$ cat src/rtl/uart_tetris_pkg.sv
// Shared definitions for the UART command receiver: state encoding,
// command bytes, button codes and the default bit period.
package uart_tetris_pkg;

  // 50 MHz system clock / 115200 baud
  localparam int CLKS_PER_BIT_DEF = 434;

  // state     | meaning
  // ST_IDLE   | line idle, watching for a falling edge
  // ST_START  | half-bit wait, then confirm start bit is still low
  // ST_DATA   | one full bit period per data bit, LSB first
  // ST_STOP   | one full bit period, then check stop bit
  // ST_BREAK  | stop bit was low, wait for the line to return high
  typedef enum logic [2:0] {
    ST_IDLE  = 3'd0,
    ST_START = 3'd1,
    ST_DATA  = 3'd2,
    ST_STOP  = 3'd3,
    ST_BREAK = 3'd4
  } rx_state_e;

  localparam logic [7:0] CMD_RIGHT_LC = 8'h64;  // 'd'
  localparam logic [7:0] CMD_RIGHT_UC = 8'h44;  // 'D'
  localparam logic [7:0] CMD_LEFT_LC  = 8'h61;  // 'a'
  localparam logic [7:0] CMD_LEFT_UC  = 8'h41;  // 'A'
  localparam logic [7:0] CMD_ROT_F_LC = 8'h77;  // 'w'
  localparam logic [7:0] CMD_ROT_F_UC = 8'h57;  // 'W'
  localparam logic [7:0] CMD_ROT_B_LC = 8'h73;  // 's'
  localparam logic [7:0] CMD_ROT_B_UC = 8'h53;  // 'S'

  localparam logic [3:0] BTN_NONE  = 4'b0000;
  localparam logic [3:0] BTN_RIGHT = 4'b0001;
  localparam logic [3:0] BTN_LEFT  = 4'b1000;
  localparam logic [3:0] BTN_ROT_F = 4'b0100;
  localparam logic [3:0] BTN_ROT_B = 4'b0010;

  // Map a received byte to its one-hot button code; unknown bytes give none.
  function automatic logic [3:0] decode_cmd(input logic [7:0] b);
    logic [3:0] btn;
    btn = BTN_NONE;
    case (b)
      CMD_RIGHT_LC, CMD_RIGHT_UC: btn = BTN_RIGHT;
      CMD_LEFT_LC,  CMD_LEFT_UC:  btn = BTN_LEFT;
      CMD_ROT_F_LC, CMD_ROT_F_UC: btn = BTN_ROT_F;
      CMD_ROT_B_LC, CMD_ROT_B_UC: btn = BTN_ROT_B;
      default:                    btn = BTN_NONE;
    endcase
    return btn;
  endfunction

endpackage

$ cat src/rtl/uart_rx_core.sv
// Bit-level 8N1 receiver: input synchronizer, framing FSM, baud and bit
// counters. valid/ferr are single-cycle strobes in the stop-sample cycle;
// data holds the assembled byte and is meaningful while valid is high.
module uart_rx_core
  import uart_tetris_pkg::*;
#(
  parameter int CLKS_PER_BIT = CLKS_PER_BIT_DEF
) (
  input  logic       clk,
  input  logic       rst,
  input  logic       rx,
  output logic [7:0] data,
  output logic       valid,
  output logic       ferr
);

  localparam int             CW      = $clog2(CLKS_PER_BIT) + 1;
  localparam logic [CW-1:0]  FULL_TC = CW'(CLKS_PER_BIT - 1);
  localparam logic [CW-1:0]  HALF_TC = CW'(CLKS_PER_BIT / 2 - 1);

  logic          sync1;
  logic          sync2;
  logic          rx_prev;
  rx_state_e     state;
  rx_state_e     state_nxt;
  logic [CW-1:0] cnt;
  logic [2:0]    idx;
  logic [7:0]    shreg;

  logic fall;
  logic half_tc;
  logic full_tc;

  // Two-flop synchronizer plus one delayed copy for edge detection; idle-high reset.
  always_ff @(posedge clk) begin
    if (rst) begin
      sync1   <= 1'b1;
      sync2   <= 1'b1;
      rx_prev <= 1'b1;
    end else begin
      sync1   <= rx;
      sync2   <= sync1;
      rx_prev <= sync2;
    end
  end

  assign fall    = rx_prev & ~sync2;
  assign half_tc = (cnt == HALF_TC);
  assign full_tc = (cnt == FULL_TC);

  // State register.
  always_ff @(posedge clk) begin
    if (rst) state <= ST_IDLE;
    else     state <= state_nxt;
  end

  // Next-state logic.
  always_comb begin
    state_nxt = state;
    unique case (state)
      ST_IDLE:  if (fall) state_nxt = ST_START;
      ST_START: if (half_tc) state_nxt = sync2 ? ST_IDLE : ST_DATA;
      ST_DATA:  if (full_tc && (idx == 3'd7)) state_nxt = ST_STOP;
      ST_STOP:  if (full_tc) state_nxt = sync2 ? ST_IDLE : ST_BREAK;
      ST_BREAK: if (sync2) state_nxt = ST_IDLE;
      default:  state_nxt = ST_IDLE;
    endcase
  end

  // Output strobes, decided in the stop-sample cycle.
  always_comb begin
    valid = 1'b0;
    ferr  = 1'b0;
    if (state == ST_STOP && full_tc) begin
      valid = sync2;
      ferr  = ~sync2;
    end
  end

  // Baud counter: held at 0 while waiting, reloaded on any state change and
  // at every data-bit expiry, so it never runs past its terminal count.
  always_ff @(posedge clk) begin
    if (rst) begin
      cnt <= '0;
    end else if (state_nxt != state || state == ST_IDLE || state == ST_BREAK) begin
      cnt <= '0;
    end else if (state == ST_DATA && full_tc) begin
      cnt <= '0;
    end else begin
      cnt <= cnt + CW'(1);
    end
  end

  // Bit index and data assembly, LSB first.
  always_ff @(posedge clk) begin
    if (rst) begin
      idx   <= 3'd0;
      shreg <= 8'h00;
    end else if (state == ST_IDLE && fall) begin
      idx <= 3'd0;
    end else if (state == ST_DATA && full_tc) begin
      shreg[idx] <= sync2;
      idx        <= idx + 3'd1;
    end
  end

  assign data = shreg;

endmodule

$ cat src/rtl/uart_cmd_rx.sv
// UART command receiver top: bit-level receiver plus a registered
// byte-to-button decode feeding the LED/tetris stage.
module uart_cmd_rx
  import uart_tetris_pkg::*;
#(
  parameter int CLKS_PER_BIT = CLKS_PER_BIT_DEF
) (
  input  logic       clk,
  input  logic       rst,
  input  logic       rx,
  output logic [3:0] button,
  output logic [7:0] rx_byte,
  output logic       byte_valid,
  output logic       frame_err
);

  logic [7:0] core_data;
  logic       core_valid;
  logic       core_ferr;

  uart_rx_core #(
    .CLKS_PER_BIT(CLKS_PER_BIT)
  ) u_core (
    .clk  (clk),
    .rst  (rst),
    .rx   (rx),
    .data (core_data),
    .valid(core_valid),
    .ferr (core_ferr)
  );

  // Register the decoded command and strobes so all outputs line up one cycle
  // after the stop-bit sample; rx_byte only moves on a good frame.
  always_ff @(posedge clk) begin
    if (rst) begin
      button     <= BTN_NONE;
      rx_byte    <= 8'h00;
      byte_valid <= 1'b0;
      frame_err  <= 1'b0;
    end else begin
      byte_valid <= core_valid;
      frame_err  <= core_ferr;
      button     <= core_valid ? decode_cmd(core_data) : BTN_NONE;
      if (core_valid) rx_byte <= core_data;
    end
  end

endmodule

$ cat config.mk
export PLATFORM = sky130hd
export DESIGN_NAME = uart_cmd_rx
export DESIGN_NICKNAME = d
export VERILOG_FILES = /design/src/rtl/uart_tetris_pkg.sv /design/src/rtl/uart_rx_core.sv /design/src/rtl/uart_cmd_rx.sv
export SDC_FILE = /design/constraint.sdc
export NUM_CORES = 1
export LEC_CHECK = 0
export ABC_AREA = 1
export BUFFER_PORTS_ARGS = -buffer_cell sky130_fd_sc_hd__buf_2
export CAP_MARGIN = 20
export CORE_ASPECT_RATIO = 1.2
export CORE_UTILIZATION = 55
export CTS_BUF_LIST = sky130_fd_sc_hd__clkbuf_2 sky130_fd_sc_hd__clkbuf_4 sky130_fd_sc_hd__clkbuf_8
export CTS_CLUSTER_SIZE = 8
export DETAILED_ROUTE_END_ITERATION = 8
export HOLD_SLACK_MARGIN = 0.08
export PLACE_DENSITY = 0.8
export SKIP_CTS_REPAIR_TIMING = 1
export SYNTH_ARGS = -nofsm -noshare
export SYNTH_HDL_FRONTEND = slang
export SYNTH_SLANG_ARGS = --single-unit
$ cat constraint.sdc
create_clock -name clk -period 1.5 [get_ports clk]
set_clock_uncertainty 0.2 [all_clocks]
set_input_delay 0.075 -clock clk [delete_from_list [all_inputs] [get_ports clk]]
set_output_delay 0.075 -clock clk [all_outputs]
set_load 0.03 [all_outputs]
==> results of run 1 <==
==> cell type report <==
| class | instances | area share [%] |
|---|---|---|
| clock buffer | 5 | 2.58 |
| timing repair buffer | 61 | 16.6 |
| inverter | 38 | 5.44 |
| sequential | 41 | 31.1 |
| multi-input combinational | 172 | 41.3 |
| clock inverter | 2 | 1.31 |
| tap | 37 | 1.74 |
==> flip-flops by register name, indices dropped and copies added, names as in the netlist <==
register and cells:
u_core.data 8, u_core.state 3, button 4, u_core.sync2 1, frame_err 1, u_core.rx_prev 1
byte_valid 1, rx_byte 8, u_core.idx 3, u_core.cnt 10, u_core.sync1 1
==> kinds of logic after synthesis <==
| family | Yosys count | share of synthesized area (%) |
|---|---|---|
| flip-flops | 41 | 43.1 |
| buffers and inverters | 40 | 8.47 |
| AO/OA/AOI/OAI | 22 | 6.83 |
| AND/OR/NAND/NOR | 136 | 34.7 |
| XOR/XNOR | 8 | 3.68 |
| adder cells (fa/ha/maj) | 5 | 3.28 |
==> power groups by stage <==
stage	Combinational [mW]	Clock (mW)	Sequential [mW]
2_1_floorplan	0.0444	0	1.12
4_1_cts	0.0688	0.855	1.10
5_1_grt	0.102	0.904	1.10
6_report	0.0927	0.850	1.10
3_5_place_dp	0.0686	0	1.12
3_3_place_gp	0.0670	0	1.12
==> stage by stage <==
step | setup slack (ns) | util, %
2_1_floorplan | -0.0555 | -
3_3_place_gp | -0.160 | 70.8
3_5_place_dp | -0.208 | 70.8
4_1_cts | -0.215 | 74.0
5_1_grt | -0.296 | 80.6
6_report | -0.232 | 80.6
==> path summary, 6_finish.rpt <==
path	start	end
hold / removal	rst	u_core.state[0]$_SDFF_PP0_
setup reg to reg	u_core.cnt[1]$_SDFF_PP0_	u_core.cnt[2]$_SDFF_PP0_
setup / recovery	u_core.cnt[1]$_SDFF_PP0_	u_core.cnt[2]$_SDFF_PP0_
hold reg to reg	u_core.cnt[0]$_SDFF_PP0_	u_core.cnt[0]$_SDFF_PP0_
==> critical path, delay by kind of cell (launching register included) <==
kind | cells | cell delay [ns]
flip-flops | 1 | 0.32
AO/OA/AOI/OAI | 1 | 0.09
AND/OR/NAND/NOR | 7 | 0.77
buffers and inverters | 2 | 0.09
adder cells (fa/ha/maj) | 1 | 0.13
==> per-layer routing <==
metal / wire length [um] / vias to the layer above / global-route usage, %
met5: 0 / - / 0
met4: 223 / 0 / 13.1
met3: 174 / 21 / 5.83
met2: 2510 / 55 / 43.7
met1: 1620 / 836 / 22.2
li1: - / 931 / -
==> cells in the final DEF, fill, tap and decap left out, types with 3 or more instances in the layout <==
master     n
a21oi_1    4
a31oi_1    4
buf_2     16
buf_4     38
buf_6      5
clkbuf_8   5
dfxtp_1   36
dfxtp_2    4
inv_1     30
inv_2      5
nand2_1   34
nand2_2    5
nand3_1   13
nand3_2    9
nand4_1    5
nor2_1    44
nor2_2     8
nor2_4     6
nor3_1     3
o21ai_1    3
o21ai_2    7
xor2_1     7
==> impl_metrics.ini, run 1 <==
[run_status]
outcome = complete, but fails checks
violations = hold timing, setup timing

[finish]
antenna_cells = 0
stdcell_count = 356
multi_input_area_um2 = 1100
fin_nets = 327
drive_gt1_share_pct = 40.1
seqCellArea_um2 = 830
fin_area_um2 = 2670
fillCellCount = 202
syn2layout_area_growth_pct = 40.0

[synth]
yosysSeqAreaShare_pct = 43.1
synthTopCellsByCount = 54 x nor2_1, 41 x dfxtp_1, 37 x nand2_1
synth_area_um2 = 1910
synth.largest_area_cell = dfxtp_1
synth.area.top_cells = dfxtp_1 43%, nor2_1 11%, nand2_1 7.3%, inv_1 6.7%, nand3_1 5.3%
synth_cell_types = 29
synth_cells = 252
post_synth.cell_area_avg_um2 = 7.56
synth-edff-count = 0
yosys_warnings = 0
post-synth-top-count-cell = nor2_1
syn_nets = 260
synth_top_area_share_pct = 43.1
ys.flop_type = dfxtp_1
ys_ff_latch = 41
synth-async-reset-ratio_pct = 0

[sta]
finalHoldViolations = 8
setup_tns_ns = -5.90
rsz0062_at_grt = true
worst_slew_pin_slew_ns = 0.483
whs_ns = -0.141
period_needed_ns = 1.73
worst_slack_ns = -0.232
clock.fmax_ghz = 0.577
finalCritPeriodShare_pct = 115
slew_headroom_pct = 67.5
finalSetupViolCount = 37
slew_violations = 0

[clocking]
clkSinkCount = 41
h-tree-depth = 2
cts.clk_slew.worst_paths_ns = 0.07
cts_tree = done
cts_buffers = 5
clock_path_buffers = 2
cts-root-buf = clkbuf_8
clock_latency_ns = 0.30

[power_and_ir_drop]
p_comb_share_pct = 4.5
cellPowerDensity_nw_per_um2 = 764
irDropWorstVdd_v = 0.000848
p_sw_uw = 428
power_mw = 2.04
clkPwrFrac_pct = 41.7
p_seq_share_pct = 53.8
p_int_mw = 1.61
leakage_nw = 1.18
switching_share_pct = 21.0

[floorplanning]
rows = 23
ios = 17
die_y_um = 66.5
die_area_um2 = 3710
initial_core_util_pct = 57.6
core_um2 = 3310
die_w_um = 55.7

[placed_design]
place_congestion = 0.816
dpl_cell_area_um2 = 2340
io_buffers = 16
hpwl_um = 3060
placed_cells = 344

[setup_path]
critPathSlowestCell = dfxtp_2
start_kind = register
rrSetupSlack_ns = -0.23
cp_data_arrival_time_ns = 1.72
worstPathRequired_ns = 1.48
crit_chain = inv_2 -> ha_4 -> inv_2 -> nor2_1 -> nand2_1 -> nor2_4 -> nand3_2 -> nand2_2 -> o21ai_4 -> nand2_4 -> nor2_4
rr_worst_depth = 11
critPathMaxFanout = 5
crit_type = reg -> reg
worstSetupEndpointType = register
cpPeakStageDelay_ns = 0.32

[grt]
grt_start_max_net_pins = 14
grt_pass1_wl_um = 6420
grt_pass1_vias = 1625
overflow = 0
groute.usage.overall_pct = 22.9
antenna_found_initial = 0

[hold_path]
whs_path_depth = 2
hold_path.class = in -> reg

[routing]
drt_iter0_drc = 56
antenna_left = 0
routed_wl_um = 4530
dr.pass1.iters = 4
via_count = 1843
via_per_inst = 5.18
routedWlPerCell_um = 12.7
route.detailed.drc = 0

[run]
drv_cap = 0
Power figures use the tool's default switching activity.
==> inputs of run 2 (changes only) <==
CORE_UTILIZATION = 57   (was 55)
clock period = 1.6 ns   (was 1.5 ns; I/O delays follow)
==> run 2 against run 1 <==
Compared with the run above:
- the flow finishes with violations (setup timing)
- via count shrank 6.3%
- sequential share of layout area grew 1.5 points
- sequential power shrank 6%
- non-clock buffer count shrank 16
- critical path depth shrank 2
- critical endpoint is now rx_byte[6]$_SDFFE_PP0P_
- highest routed layer unchanged
==> impl_metrics.ini, run 2 (same netlist as run 1, synthesis figures left out) <==
[setup_path]
worstSetupEndpointType = register
start_kind = register
crit_type = reg -> reg
critPathMaxFanout = 6
worstPathRequired_ns = 1.66
cp_data_arrival_time_ns = 1.79

[finish]
antenna_cells = 0
layout_commonest_cell = nor2_1
top_register = u_core.cnt
drive_gt1_share_pct = 33.2
final_cell_mix = 45 x nor2_1, 39 x dfxtp_1, 35 x nand2_1, 31 x inv_1, 23 x buf_4
fin_nets = 311
syn2layout_area_growth_pct = 32.8
largest_reg_flops = 10

[floorplanning]
die_w_um = 54.8
die_y_um = 65.3
initial_core_util_pct = 61.3
core_um2 = 3110
ios = 17
rows = 22
die_area_um2 = 3580

[power_and_ir_drop]
leakage_nw = 1.09
power_mw = 1.96
cellPowerDensity_nw_per_um2 = 774
irDropWorstVdd_v = 0.000955

[sta]
slew_violations = 0
finalCritPeriodShare_pct = 108
finalSetupViolCount = 28
clock.fmax_ghz = 0.578
period_needed_ns = 1.73
rsz0062_at_grt = true
worst_slew_pin_slew_ns = 0.372
finalHoldViolations = 0
worst_slack_ns = -0.130
setup_tns_ns = -1.79
slew_headroom_pct = 74.9

[placed_design]
io_buffers = 16
place_congestion = 0.790
hpwl_um = 2770

[grt]
groute.usage.overall_pct = 23.4
grt_pass1_wl_um = 5980
grt_pass1_vias = 1503
antenna_found_initial = 0
overflow = 0
grt_start_max_net_pins = 15

[clocking]
cts_buffers = 5
clock_latency_ns = 0.36
h-tree-depth = 2
clock_path_buffers = 2
cts_tree = done
cts-root-buf = clkbuf_4
cts.clk_slew.worst_paths_ns = 0.13
clkSinkCount = 41

[routing]
dr.pass1.iters = 4
via_per_inst = 5.08
route.detailed.drc = 0
routed_wl_um = 4090
antenna_left = 0
via_count = 1727
routedWlPerCell_um = 12.0
drt_iter0_drc = 54

[hold_path]
hold_path.class = reg -> reg

[run]
drv_cap = 0

[run_status]
outcome = complete, but fails checks
violations = setup timing
[run 2: cell types whose count changed in the layout (fill, tap and decap cells not counted), moves of 5 or more]
cell,before,now
clkbuf_8,5,0
o21ai_1,3,8
clkbuf_4,0,5
o21ai_2,7,2
buf_4,38,23
[run 2: path summary, 6_finish.rpt]
| kind | from | to | slack [ns] | cells after the start |
|---|---|---|---|---|
| worst max-delay path | u_core.cnt[1]$_SDFF_PP0_ | rx_byte[6]$_SDFFE_PP0P_ | -0.13 | 9 |
| worst min-delay path | u_core.sync1$_SDFF_PP1_ | u_core.sync2$_SDFF_PP1_ | 0.23 | 1 |
| worst max register to register | u_core.cnt[1]$_SDFF_PP0_ | rx_byte[6]$_SDFFE_PP0P_ | -0.13 | 9 |
| worst min register to register | u_core.sync1$_SDFF_PP1_ | u_core.sync2$_SDFF_PP1_ | 0.23 | 1 |
[run 2: critical path: stages (launching register included)]
cell     delay (ns)
dfxtp_2        0.34
inv_2          0.07
ha_4           0.14
inv_2          0.03
nor2_1         0.07
nand2_1        0.09
nor2_4         0.17
nand4_1        0.26
o21ai_1        0.22
nor2_1         0.06
[run 2: per-layer routing]
metal  wire length (um)  vias up  track usage, %  part of all wire, %
li1                   -      897               -                    -
met1               1610      787            23.1                   39
met2               2280       35            44.3                   56
met3                135        8            6.25                  3.3
met4                 65        0            7.69                  1.6
met5                  0        -               0                    0
[run 2: per-stage QoR]
step	setup slack [ns]	hold slack, ns	cells	util [%]	cell area, um2
after floorplan	-0.00446	-0.0509	252	-	1910
after global placement	-0.0981	0.0609	327	71.2	2220
after detailed placement	-0.134	0.0698	327	71.2	2220
after CTS	-0.171	-0.312	335	74.7	2320
after global routing	-0.237	0.238	340	81.3	2530
final	-0.130	0.226	340	81.3	2530
[run 2: layout make-up]
class,count,area (um2)
clock inverters,3,68.8
repair buffers,45,325
inverters,38,145
flip-flops and latches,41,826
well taps,36,45.0
multi-input cells,172,1080
clock buffers,5,37.5
fillers,218,581
[run 2: power by group]
part,switching (mW),leakage (nW),internal (mW)
Sequential,0.00522,0.332,1.02
Clock,0.354,0.0558,0.492
Combinational,0.0505,0.705,0.0317
Total,0.410,1.09,1.55
==> inputs of run 3 (changes only) <==
clock period = 1.7 ns   (was 1.6 ns; I/O delays follow)
==> run 3 against run 2 <==
Compared with the run above:
- the flow still finishes with violations (setup timing)
- hold slack better by 0.023 ns
- combinational power is 7.8% lower
- core utilization is 4.8 points lower
- clock power is 19% lower
- global-route usage is 0.64 points lower
- final cell count is 3.5% lower
- critical path type unchanged
- critical endpoint is now u_core.cnt[1]$_SDFF_PP0_
- largest cell class unchanged
- largest power group unchanged
==> impl_metrics.ini, run 3 (same netlist as run 1, synthesis figures left out) <==
[floorplanning]
die_w_um = 54.8
die_y_um = 65.3
ios = 17
core_um2 = 3110
die_area_um2 = 3580
rows = 22
initial_core_util_pct = 61.3

[finish]
largest_reg_flops = 10
fin_nets = 299
drive_gt1_share_pct = 29.1
top_register = u_core.cnt
fillCellCount = 255
seqCellArea_um2 = 830
fin_area_um2 = 2380
layout_commonest_cell = nor2_1
final_cell_mix = 46 x nor2_1, 36 x nand2_1, 36 x dfxtp_1, 30 x inv_1
multi_input_area_um2 = 1060
antenna_cells = 0
syn2layout_area_growth_pct = 25.0

[sta]
clock.fmax_ghz = 0.565
setup_tns_ns = -0.450
finalHoldViolations = 0
finalSetupViolCount = 17
finalCritPeriodShare_pct = 104
slew_violations = 0
rsz0062_at_grt = true
slew_headroom_pct = 70.0
worst_slew_pin_slew_ns = 0.446
worst_slack_ns = -0.0695
period_needed_ns = 1.77

[grt]
groute.usage.overall_pct = 22.8
grt_pass1_vias = 1426
grt_start_max_net_pins = 14
antenna_found_initial = 0
grt_pass1_wl_um = 5770
overflow = 0

[setup_path]
worstPathRequired_ns = 1.80
critPathMaxFanout = 5
crit_type = reg -> reg
critPathSlowestCell = dfxtp_1
critical_path.top_delay_family = simple AND/OR/NAND/NOR gates
crit_chain = inv_1 -> nand3_2 -> nor2_1 -> nand3_1 -> nand2_2 -> o21ai_4 -> nand2_4 -> nor2_1
cp_data_arrival_time_ns = 1.87
worstSetupEndpointType = register
cpPeakStageDelay_ns = 0.44
rr_worst_depth = 8
critPathBufInv = 1
start_kind = register
crit_top_cell = nor2_1
crit_cells = 8

[clocking]
cts-root-buf = clkbuf_4
cts_buffers = 5
cts_tree = done
h-tree-depth = 2
cts.clk_slew.worst_paths_ns = 0.12
clkSinkCount = 41
clock_latency_ns = 0.37
clock_path_buffers = 2

[routing]
routedWlPerCell_um = 13.0
routed_wl_um = 4270
drt_iter0_drc = 73
route.detailed.drc = 0
via_count = 1756
via_per_inst = 5.35
dr.pass1.iters = 5
antenna_left = 0

[power_and_ir_drop]
leakage_nw = 1.02
irDropWorstVdd_v = 0.000617
cellPowerDensity_nw_per_um2 = 726

[hold_path]
hold_path.class = reg -> reg
whs_path_depth = 1

[run_status]
outcome = complete, but fails checks
violations = setup timing

[placed_design]
dpl_cell_area_um2 = 2080
place_congestion = 0.797
io_buffers = 16
hpwl_um = 2630

[run]
drv_cap = 0
## run 3: cell types whose count changed in the layout (fill, tap and decap cells not counted), moves of 2 or more
cell	before	now
o21ai_0	0	2
nand3_1	11	16
dfxtp_2	1	4
nand3_2	11	5
dfxtp_1	39	36
buf_4	23	11
## run 3: metrics by stage
step	utilization [%]	std cells	hold WS (ns)	total power [mW]	setup slack, ns
3_5_place_dp	66.9	311	0.0725	1.05	-0.0653
5_1_grt	76.5	328	0.245	1.77	-0.149
3_3_place_gp	66.9	311	0.0670	1.04	0.0136
6_report	76.5	328	0.249	1.73	-0.0695
2_1_floorplan	-	252	-0.0459	1.03	0.0799
4_1_cts	69.7	319	-0.307	1.71	-0.0755
## run 3: layout make-up
cell class / count / share of cell area (%)
clock inverters: 2 / 1.58
clock buffers: 6 / 2.15
well taps: 36 / 1.89
repair buffers: 32 / 9.04
multi-input cells: 173 / 44.4
flip-flops and latches: 41 / 34.8
inverters: 38 / 6.10
## run 3: path summary, 6_finish.rpt
kind | start | end | slack, ns
setup / recovery | u_core.state[2]$_SDFF_PP0_ | u_core.cnt[1]$_SDFF_PP0_ | -0.07
setup reg to reg | u_core.state[2]$_SDFF_PP0_ | u_core.cnt[1]$_SDFF_PP0_ | -0.07
hold / removal | u_core.sync1$_SDFF_PP1_ | u_core.sync2$_SDFF_PP1_ | 0.25
hold reg to reg | u_core.sync1$_SDFF_PP1_ | u_core.sync2$_SDFF_PP1_ | 0.25
## run 3: worst reg2reg max path: stages, from the launching register on
cell and delay, ns:
dfxtp_1 0.44, inv_1 0.12, nand3_2 0.20, nor2_1 0.08
nand3_1 0.14, nand2_2 0.08, o21ai_4 0.22, nand2_4 0.11
nor2_1 0.11
## run 3: power by group
group	switching (mW)	total (mW)	internal, mW
registers	0.00503	0.969	0.964
logic	0.0462	0.0758	0.0296
clock network	0.334	0.683	0.349
## run 3: metal layers
layer,routed length [um],vias up,track usage (%)
met4,117,0,14.1
met3,173,12,4.40
li1,-,879,-
met5,0,-,0
met2,2370,45,39.8
met1,1620,820,23.7
